**src/rtl/phase_timer.sv**
```systemverilog
// phase_timer: one-second-resolution countdown for the traffic light
// controller. A load strobe captures a 6-bit phase duration, which an
// internal prescaler counts down once every TICK_DIV enabled cycles. When
// the count reaches zero, a one-cycle expired pulse is issued.
// Optional feature: define PHASE_TIMER_BCD_EN to get a registered
// binary-to-BCD conversion of the remaining time on bcd_tens/bcd_ones.
// Without the macro, both digit outputs are tied to zero.
module phase_timer #(
   parameter int unsigned TICK_DIV = 100_000_000
) (
   input  logic       clk,
   input  logic       rst,
   input  logic       load,
   input  logic [5:0] load_value,
   input  logic       enable,
   output logic [5:0] count,
   output logic       busy,
   output logic       sec_tick,
   output logic       expired,
   output logic [3:0] bcd_tens,
   output logic [3:0] bcd_ones
);

   localparam int unsigned PW = (TICK_DIV > 1) ? $clog2(TICK_DIV) : 1;
   localparam logic [PW-1:0] PRESC_MAX = PW'(TICK_DIV - 1);

   typedef enum logic {
      IDLE = 1'b0,
      RUN  = 1'b1
   } state_t;

   state_t        state_q, state_d;
   logic [PW-1:0] presc_q, presc_d;
   logic [5:0]    count_q, count_d;
   logic          tick_q, tick_d;
   logic          expired_q, expired_d;

   // State, prescaler, count and pulse registers
   always_ff @(posedge clk) begin
      if (rst) begin
         state_q   <= IDLE;
         presc_q   <= '0;
         count_q   <= '0;
         tick_q    <= 1'b0;
         expired_q <= 1'b0;
      end else begin
         state_q   <= state_d;
         presc_q   <= presc_d;
         count_q   <= count_d;
         tick_q    <= tick_d;
         expired_q <= expired_d;
      end
   end

   // Next-state logic: load takes priority over a same-cycle tick
   always_comb begin
      state_d   = state_q;
      presc_d   = presc_q;
      count_d   = count_q;
      tick_d    = 1'b0;
      expired_d = 1'b0;
      if (load) begin
         count_d = load_value;
         presc_d = '0;
         if (load_value == 6'd0) begin
            state_d   = IDLE;
            expired_d = 1'b1;
         end else begin
            state_d = RUN;
         end
      end else if (state_q == RUN && enable) begin
         if (presc_q == PRESC_MAX) begin
            presc_d = '0;
            tick_d  = 1'b1;
            if (count_q != 6'd0) begin
               count_d = count_q - 6'd1;
            end
            if (count_q <= 6'd1) begin
               state_d   = IDLE;
               expired_d = 1'b1;
            end
         end else begin
            presc_d = presc_q + 1'b1;
         end
      end
   end

   assign count    = count_q;
   assign busy     = (state_q == RUN);
   assign sec_tick = tick_q;
   assign expired  = expired_q;

`ifdef PHASE_TIMER_BCD_EN
   logic [3:0] tens_q, tens_d;
   logic [3:0] ones_q, ones_d;
   logic [5:0] tens_full;
   logic [5:0] ones_full;

   // Binary-to-BCD split of the registered count (0-63 -> tens 0-6, ones 0-9)
   always_comb begin
      tens_full = count_q / 6'd10;
      ones_full = count_q - (tens_full * 6'd10);
      tens_d    = tens_full[3:0];
      ones_d    = ones_full[3:0];
   end

   // Digit registers, one cycle behind count
   always_ff @(posedge clk) begin
      if (rst) begin
         tens_q <= '0;
         ones_q <= '0;
      end else begin
         tens_q <= tens_d;
         ones_q <= ones_d;
      end
   end

   assign bcd_tens = tens_q;
   assign bcd_ones = ones_q;
`else
   assign bcd_tens = '0;
   assign bcd_ones = '0;
`endif

endmodule

```
**config.mk**
```make
export PLATFORM = sky130hd
export DESIGN_NAME = phase_timer
export DESIGN_NICKNAME = d
export VERILOG_FILES = /design/src/rtl/phase_timer.sv
export SDC_FILE = /design/constraint.sdc
export NUM_CORES = 1
export LEC_CHECK = 0
export CORE_UTILIZATION = 55
export CTS_CLUSTER_SIZE = 24
export DETAILED_ROUTE_END_ITERATION = 16
export PLACE_DENSITY_LB_ADDON = 0.1
export SLEW_MARGIN = 20
export SYNTH_ARGS = -nofsm -noshare
export SYNTH_HDL_FRONTEND = slang
export SYNTH_SLANG_ARGS = --single-unit
export TNS_END_PERCENT = 20
```
**constraint.sdc**
```tcl
create_clock -name clk -period 3.1 [get_ports clk]
set_input_delay 0.62 -clock clk [delete_from_list [all_inputs] [get_ports clk]]
set_output_delay 0.62 -clock clk [all_outputs]
set_load 0.02 [all_outputs]
```
==> reports/qor.yml <==
async_flop_share_pct: 0
grt_first_pass_wirelength_um: 7050
rows: 21
num_vias: 1628
final_util_pct: 64.9
relSlewSlack_pct: 58.0
clockRootBuffer: "clkbuf_4"
period_share_pct: 74.5
synth_top_area_share_pct: 36.2
tns_ps: 0
nets: 256
cpMaxStageDelayCell: "clkdlybuf4s50_1"
end_kind: "flop"
die_area_sq_um: 3860
yosysMostFrequentCell: "dfxtp_1"
cts_tree: "yes"
core_sq_um: 3390
io_pins: 27
ctsResizeCount: 0
synthFlopType: "dfxtp_1"
cts_setup_buffers: 0
fmax_ghz: 0.433
dp_slack_ps: 442
hold_class: "flop to flop"
crit_type: "input pin to flop"
slew_violations: 0
syn2layout_area_growth_pct: 10.6
setup_ws_ps: 790
hpwlAfterDp_um: 2910
cp_max_fo: 6
synth_edf_count: 0
clockBufferDepth: 2
worstSetupStartpointType: "input pin"
clk_pin_slew_ps: 100
io_buffers: 18
leakagePower_nw: 0.766
fin_crit_ps: 2310
vias_per_cell: 5.63
htree_levels: 2
grt_max_degree: 27
ys_ff_latch: 36
numClockSinks: 36
yosysWarningCount: 0
peakVddDrop_mv: 0.307
hold_viol: 0
drc: 0
yosys-top-cells-area: "dfxtp_1 (36%), xor2_1 (8.8%), nor2_2 (6.3%), nand4_1 (3.8%), nor2_1 (3.6%)"
grt_pass1_vias: 1620
max_stage_delay_ps: 570
max-cap-violations: 0
antenna_found_initial: 0
yosysTopAreaCell: "dfxtp_1"
start_util_pct: 58.7
outcome: "completed"
cellPowerDensity_nw_per_um2: 378
worstPathArrival_ps: 2550
overflow: 0
finClkSkew_ps: 6.74
ctsHoldBuffers: 0
die_w_um: 62.1
finalSetupViolations: 0
stdcell_area_sq_um: 2200
wire_per_inst_um: 13.6
diodes: 0
antenna_left: 0
synth_seq_area_share_pct: 36.2
drive_gt1_share_pct: 16.0
worst_pin_slew_ps: 629
syn_inst: 222
drt-pass1-iter-count: 4
worstPathCellList: "clkdlybuf4s50_1, nand4_1, or3_1, nor3b_2, a31oi_1, o31a_1"
synth_common_cells: "dfxtp_1 (36), nor2_2 (20), xor2_1 (20)"
postRouteWirelength_um: 3930
drt_iter0_markers: 92
synth.distinct_cells: 44
cp.required_ps: 3340
grt_usage_pct: 23.1
cts_buffers: 5
dieHeight_um: 62.1
clkLatencyLatePin_ps: 340
gp_congestion: 0.874
place_area_sq_um: 2140
avgSynthCellArea_sq_um: 8.96
syn_area_sq_um: 1990
rsz0062_at_grt: "false"
==> path summary, 6_finish.rpt <==
path,startpoint,endpoint,slack [ps],depth (start not counted)
worst max-delay path,enable,count[4]$_SDFFE_PP0P_,790,6
worst max register to register,presc_q[17]$_SDFFE_PP0P_,presc_q[15]$_SDFFE_PP0P_,1080,5
worst min-delay path,presc_q[1]$_SDFFE_PP0P_,presc_q[1]$_SDFFE_PP0P_,510,2
worst min register to register,presc_q[1]$_SDFFE_PP0P_,presc_q[1]$_SDFFE_PP0P_,510,2
==> power by group <==
group | internal [W] | switching (W) | leakage [nW]
Sequential | 0.000469 | 0.0000108 | 0.292
Combinational | 0.0000382 | 0.0000555 | 0.442
Clock | 0.000112 | 0.000147 | 0.0326
Total | 0.000619 | 0.000213 | 0.766
==> metrics by stage <==
stage               power, W  hold slack [ps]  instances
floorplan           0.000559              453        229
global placement    0.000581              463        281
detailed placement  0.000583              488        281
CTS                 0.000843              502        289
global route        0.000875              552        289
finish              0.000832              509        289
==> cells in the final DEF, fill, tap and decap left out, types with 3 or more instances in the layout <==
cell type	count
nor2_1	19
nand4_1	12
xnor2_1	7
clkdlybuf4s50_1	18
buf_4	3
and3_1	8
dfxtp_1	36
nand2_1	12
and4_1	3
nor4_1	4
ha_1	4
nor2_2	20
nand3_1	14
clkbuf_4	5
xor2_1	20
conb_1	8
nor3_1	10
inv_1	6
==> worst max-delay path, delay by kind of cell <==
| family | cells | cell delay (ps) |
|---|---|---|
| AOI/OAI and AO/OA | 2 | 380 |
| buffers and inverters | 1 | 570 |
| and+or+nand+nor | 3 | 970 |
==> cells by family after synthesis <==
kind of cell	share of synthesized area, %
other	0.188
and+or+nand+nor	34.7
muxes	0.503
xor gates and xnor gates	11.9
buffers and inverters	8.05
adders and majority gates	2.52
DFF	36.2
AOI/OAI and AO/OA	5.98
==> registers in the layout (all words and copies together), names as in the netlist <==
| signal | flops |
|---|---|
| sec_tick | 1 |
| expired | 1 |
| count | 6 |
| busy | 1 |
| presc_q | 27 |
==> cell type report <==
cell class,instances,area [sq um]
Fill cell,295,1190
Multi-Input combinational cell,171,1130
Sequential cell,36,721
Timing Repair Buffer,21,203
Clock buffer,8,58.8
Tap cell,46,57.6
Inverter,7,26.3
==> routing by layer <==
| layer | track usage [%] | vias up | routed length, um |
|---|---|---|---|
| met5 | 0 | - | 0 |
| met4 | 7.85 | 0 | 62 |
| met3 | 7.35 | 8 | 163 |
| met2 | 41.5 | 41 | 2000 |
| met1 | 25.5 | 776 | 1700 |
| li1 | - | 803 | - |
Power figures use the tool's default switching activity.
